[config.mk]
export PLATFORM = sky130hd
export DESIGN_NAME = l1_line_mem_master
export DESIGN_NICKNAME = d
export VERILOG_FILES = /design/src/rtl/l1_line_mem_master.sv
export SDC_FILE = /design/constraint.sdc
export NUM_CORES = 1
export LEC_CHECK = 0
export CORE_ASPECT_RATIO = 1.1
export CORE_MARGIN = 2
export CORE_UTILIZATION = 30
export DETAILED_ROUTE_END_ITERATION = 7
export PLACE_DENSITY_LB_ADDON = 0.1
export SYNTH_ARGS = -nofsm -noshare
export SYNTH_HDL_FRONTEND = slang
export SYNTH_SLANG_ARGS = --single-unit
[constraint.sdc]
create_clock -name clk -period 3.8 [get_ports clk]
set_clock_uncertainty 0.1 [all_clocks]
set_input_delay 0.57 -clock clk [delete_from_list [all_inputs] [get_ports clk]]
set_output_delay 0.57 -clock clk [all_outputs]
set_load 0.005 [all_outputs]
[src/rtl/l1_line_mem_master.sv]
// l1_line_mem_master: initiator side of the cache-line memory interface.
// Turns one fill or writeback request into a single BURST_LEN-beat burst and
// returns exactly one completion (done_valid pulse) to the cache controller.
//
// Handshakes:
//  - Request: a transfer happens on a rising edge where req_valid && req_ready.
//    req_ready is high only in IDLE. Request fields are only sampled on that edge.
//  - Memory: mem_read or mem_write stays high with a constant mem_address until
//    the burst ends. Every edge with mem_resp=1 while a command is high moves one
//    beat. mem_resp is ignored when no command is asserted.
//  - Completion: done_valid is a single-cycle pulse and has no ready.
//    done_error and done_rline are qualified by done_valid.
module l1_line_mem_master #(
  parameter int LINE_W    = 128,
  parameter int BURST_LEN = 4,
  parameter int TIMEOUT   = 1024
) (
  input  logic                        clk,
  input  logic                        rst_n,
  input  logic                        req_valid,
  output logic                        req_ready,
  input  logic                        req_write,
  input  logic [31:0]                 req_addr,
  input  logic [LINE_W-1:0]           req_wline,
  output logic                        done_valid,
  output logic                        done_error,
  output logic [LINE_W-1:0]           done_rline,
  output logic                        mem_read,
  output logic                        mem_write,
  output logic [31:0]                 mem_address,
  output logic [LINE_W/BURST_LEN-1:0] mem_wdata,
  output logic [3:0]                  mem_byte_enable,
  input  logic [LINE_W/BURST_LEN-1:0] mem_rdata,
  input  logic                        mem_resp,
  input  logic                        pm_error,
  output logic [1:0]                  fsm_state
);

  localparam int BURST_W = LINE_W / BURST_LEN;
  localparam int BEAT_W  = (BURST_LEN > 1) ? $clog2(BURST_LEN) : 1;
  localparam int WDOG_W  = (TIMEOUT > 0) ? $clog2(TIMEOUT + 1) : 1;
  localparam int OFF_W   = $clog2(LINE_W / 8);

  localparam logic [31:0]       ADDR_MASK = ~((32'd1 << OFF_W) - 32'd1);
  localparam logic [BEAT_W-1:0] BEAT_LAST = BEAT_W'(BURST_LEN - 1);
  localparam logic [WDOG_W-1:0] WDOG_MAX  = WDOG_W'(TIMEOUT);
  // The watchdog fires on the edge that brings it up to TIMEOUT, so a stalled
  // burst spends exactly TIMEOUT cycles in READ/WRITE.
  localparam logic [WDOG_W-1:0] WDOG_LAST = (TIMEOUT > 0) ? WDOG_W'(TIMEOUT - 1) : '0;

  typedef enum logic [1:0] {
    S_IDLE  = 2'd0,
    S_READ  = 2'd1,
    S_WRITE = 2'd2,
    S_DONE  = 2'd3
  } state_t;

  state_t              state;
  state_t              state_next;
  logic [31:0]         addr_q;
  logic [LINE_W-1:0]   line_q;
  logic [LINE_W-1:0]   line_next;
  logic [BEAT_W-1:0]   beat;
  logic [WDOG_W-1:0]   wdog;
  logic                err_q;
  logic                busy;
  logic                beat_fire;
  logic                timeout_hit;
  logic                abort;
  logic                finish;

  // Burst-progress conditions shared by the FSM and the datapath.
  always_comb begin
    busy        = (state == S_READ) || (state == S_WRITE);
    beat_fire   = busy && mem_resp;
    timeout_hit = (TIMEOUT != 0) && (wdog >= WDOG_LAST);
    abort       = busy && (pm_error || timeout_hit);
    finish      = abort || (beat_fire && (beat == BEAT_LAST));
  end

  // Line being assembled: a fill beat lands in slice [beat].
  always_comb begin
    line_next = line_q;
    if ((state == S_READ) && mem_resp) begin
      line_next[int'(beat) * BURST_W +: BURST_W] = mem_rdata;
    end
  end

  // FSM state register.
  always_ff @(posedge clk) begin
    if (!rst_n) begin
      state <= S_IDLE;
    end else begin
      state <= state_next;
    end
  end

  // FSM next-state: IDLE -> READ|WRITE -> DONE -> IDLE.
  always_comb begin
    state_next = state;
    case (state)
      S_IDLE:  if (req_valid) state_next = req_write ? S_WRITE : S_READ;
      S_READ:  if (finish) state_next = S_DONE;
      S_WRITE: if (finish) state_next = S_DONE;
      S_DONE:  state_next = S_IDLE;
      default: state_next = S_IDLE;
    endcase
  end

  // Datapath: request latch, beat/watchdog counters, completion line and error flag.
  always_ff @(posedge clk) begin
    if (!rst_n) begin
      addr_q     <= '0;
      line_q     <= '0;
      beat       <= '0;
      wdog       <= '0;
      err_q      <= 1'b0;
      done_rline <= '0;
    end else begin
      case (state)
        S_IDLE: begin
          if (req_valid) begin
            addr_q <= req_addr & ADDR_MASK;
            line_q <= req_wline;
            beat   <= '0;
            wdog   <= '0;
            err_q  <= 1'b0;
          end
        end
        S_READ, S_WRITE: begin
          line_q <= line_next;
          if (beat_fire) beat <= beat + BEAT_W'(1);
          if ((TIMEOUT != 0) && (wdog != WDOG_MAX)) wdog <= wdog + WDOG_W'(1);
          // An error on the final-beat edge still reports an error, and an
          // aborted fill leaves the previous completion line untouched.
          if (abort) begin
            err_q <= 1'b1;
          end else if (finish && (state == S_READ)) begin
            done_rline <= line_next;
          end
        end
        default: ;
      endcase
    end
  end

  // Outputs decoded from the registered state so commands drop on the finishing edge.
  always_comb begin
    req_ready       = (state == S_IDLE);
    mem_read        = (state == S_READ);
    mem_write       = (state == S_WRITE);
    done_valid      = (state == S_DONE);
    done_error      = (state == S_DONE) && err_q;
    mem_address     = addr_q;
    mem_wdata       = line_q[int'(beat) * BURST_W +: BURST_W];
    mem_byte_enable = 4'hF;
    fsm_state       = state;
  end

endmodule

==> flow_metrics.env <==
export IMPL_drc=0
export IMPL_dp_slack_ps=621
export IMPL_r2r_end="line_q[125]$_SDFFE_PN0P_"
export IMPL_clk_pin_slew_worst_paths_ps=60
export IMPL_fin_ws_ps=375
export IMPL_cts_buffer_depth=3
export IMPL_hold_class="reg2reg"
export IMPL_crit_fanout=23
export IMPL_grt_max_degree=169
export IMPL_drive_gt1_share_pct=8.52
export IMPL_htree_levels=2
export IMPL_reg2regPathDepth=8
export IMPL_r2r_start="fsm_state[0]$_SDFFE_PN0P_"
export IMPL_whs_ps=351
export IMPL_synth_xor_xnor_area_share_pct=0.183
export IMPL_syn_mean_instance_area_um2=9.12
export IMPL_fin_cells=2543
export IMPL_r2r_setup_slack_ps=620
export IMPL_first_pass_iters=5
export IMPL_postPlaceCellArea_mm2=0.0188
export IMPL_synth_edff_count=0
export IMPL_yosysMostFrequentCell="dfxtp_1"
export IMPL_start_kind="flip-flop"
export IMPL_arrival_ps=2750
export IMPL_ys_top_cells_by_count="300 x dfxtp_1, 164 x nand3_1, 148 x a21oi_1"
export IMPL_dieArea_mm2=0.0497
export IMPL_grt_pass1_wl_mm=94.4
export IMPL_finish_utilization_pct=41.9
export IMPL_antenna_found_initial=10
export IMPL_fill_cells=4698
export IMPL_slew_headroom_pct=33.1
export IMPL_synth_area_mm2=0.0144
export IMPL_finalWeightedCongestion=0.867
export IMPL_hold_buffers=0
export IMPL_synth_mux_area_share_pct=6.13
export IMPL_die_y_um=234
export IMPL_start_util_pct=30.2
export IMPL_path_buf_inv=2
export IMPL_postCtsSetupBuffers=0
export IMPL_ctsResizeCount=0
export IMPL_dpl_hpwl_mm=45.0
export IMPL_min_path_cells=2
export IMPL_p_total_mw=13.7
export IMPL_dr_total_vias=14200
export IMPL_synth_top_family_by_area="compound AO/OA/AOI/OAI gates"
export IMPL_synth_largest_area_cell="dfxtp_1"
export IMPL_regArea_mm2=0.00601
export IMPL_ys_ff_latch=300
export IMPL_min_delay_start="mem_address[20]$_SDFFE_PN0P_"
export IMPL_dp_cells=2473
export IMPL_synthAdderAreaFrac_pct=0.956
export IMPL_min_to="mem_address[20]$_SDFFE_PN0P_"
export IMPL_area_growth_synth_to_final_pct=38.6
export IMPL_rsz0062_at_grt="false"
export IMPL_cpMaxStageDelayCell="mux4_2"
export IMPL_grtUsageTotal_pct=25.4
export IMPL_cts_num_sinks=300
export IMPL_wl_mm=64.9
export IMPL_synth_main_ff_cell="dfxtp_1"
export IMPL_path_cells="buf_4 > mux4_2 > clkdlybuf4s50_1"
export IMPL_critPathCaptureType="output pin"
export IMPL_final_area_mm2=0.0199
export IMPL_grt_ovfl_total=0
export IMPL_synth_compound_area_share_pct=29.4
export IMPL_io_pins=401
export IMPL_cap_violations=0
export IMPL_finalHoldViolCount=0
export IMPL_maxSlewViolCount=0
export IMPL_fin_nets=2076
export IMPL_synth_seq_area_share_pct=41.7
export IMPL_tns_ps=0
export IMPL_post_route_period_util_pct=90.1
export IMPL_ant_nets=0
export IMPL_viasPerCell=5.59
export IMPL_worst_pin_slew_ps=1000
export IMPL_numCtsBuffers=37
export IMPL_cellPowerDensity_mw_per_mm2=687
export IMPL_ys_types=52
export IMPL_yosys_top_cells_area="dfxtp_1 42%, a22o_1 6.9%, o211a_1 6.7%, nand3_1 5.7%, a21oi_1 5.1%"
export IMPL_port_buffer_count=388
export IMPL_netlist_instances=1578
export IMPL_synth_simple_area_share_pct=15.5
export IMPL_rows=84
export IMPL_crit_type="reg2out"
export IMPL_cts_tree="done"
export IMPL_status="completed"
export IMPL_core_area_mm2=0.0476
export IMPL_yosysTopAreaCellShare_pct=41.7
export IMPL_finalSetupViolations=0
export IMPL_peakVddDrop_uv=572
export IMPL_drt_initial_drc_count=1163
export IMPL_slowest_delay_ps=620
export IMPL_wl_per_cell_um=25.5
export IMPL_max_freq_mhz=292
export IMPL_synthArstFlopShare_pct=0
export IMPL_grt_pass1_vias=13800
export IMPL_crit_required_ps=3130
export IMPL_p_leak_nw=8.20
export IMPL_root_buffer="clkbuf_16"
export IMPL_die_x_um=213
export IMPL_clock_latency_ps=550
export IMPL_final_min_clock_period_ps=3420
export IMPL_crit_family="buffers and inverters"
export IMPL_multi_input_area_mm2=0.00764
export IMPL_synth_warnings=0
kinds of logic after synthesis:
logic type,after synthesis
compound gates,544
simple gates,468
flops,300
buf+inv,202
mux,48
fa+ha+maj,11
xor+xnor,3
other cells,2
worst max path at each step:
stage,from,end,slack (ps),depth (start not counted)
after floorplan,beat[0]$_SDFFE_PN0P_,line_q[10]$_SDFFE_PN0P_,1470,10
after global placement,fsm_state[0]$_SDFFE_PN0P_,line_q[117]$_SDFFE_PN0P_,680,8
after CTS,beat[0]$_SDFFE_PN0P_,mem_wdata[9],310,3
after detailed placement,fsm_state[0]$_SDFFE_PN0P_,line_q[123]$_SDFFE_PN0P_,620,8
after global routing,beat[0]$_SDFFE_PN0P_,mem_wdata[18],240,3
final,beat[0]$_SDFFE_PN0P_,mem_wdata[9],380,3
routing by layer:
layer  vias to the layer above  wire length (um)  track usage (%)  share of wire [%]
li1                       6556                 -                -                  -
met1                      6912             29600             36.0                 46
met2                       641             27100             35.9                 42
met3                        91              6100             7.89                9.4
met4                         4              2150             9.18                3.3
met5                         -                24                0              0.037
cells in the final DEF, fill, tap and decap left out, types with 47 or more instances in the layout:
master / count
a21oi_1: 148
a22o_1: 114
a2bb2oi_1: 64
buf_4: 47
clkdlybuf4s50_1: 386
dfxtp_1: 298
nand2_1: 99
nand3_1: 161
nor2_1: 103
o211a_1: 97
report_power, final:
part	switching (mW)	internal, mW
Combinational	3.28	2.38
Sequential	0.725	3.87
Clock	1.42	2.03
Total	5.43	8.28
tightest hold or removal path, delay by kind of cell (launching register included):
family             cells  cell delay [ps]
DFF                    1              300
and+or+nand+nor        1               50
AOI/OAI and AO/OA      1               50
registers in the layout, summed over array words and instances, names as in the netlist:
name and count:
wdog 11, err_q 1, done_rline 128, fsm_state 2, line_q 128, mem_address 28
beat 2
area by class of cell:
class,count,area share (%)
Clock inverter,9,0.489
Multi-Input combinational cell,1082,38.3
Inverter,8,0.151
Timing Repair Buffer,438,21.5
Sequential cell,300,30.1
Clock buffer,52,5.23
Tap cell,645,4.05
Antenna cell,9,0.113
No activity file was read; power rests on OpenSTA's default activity.
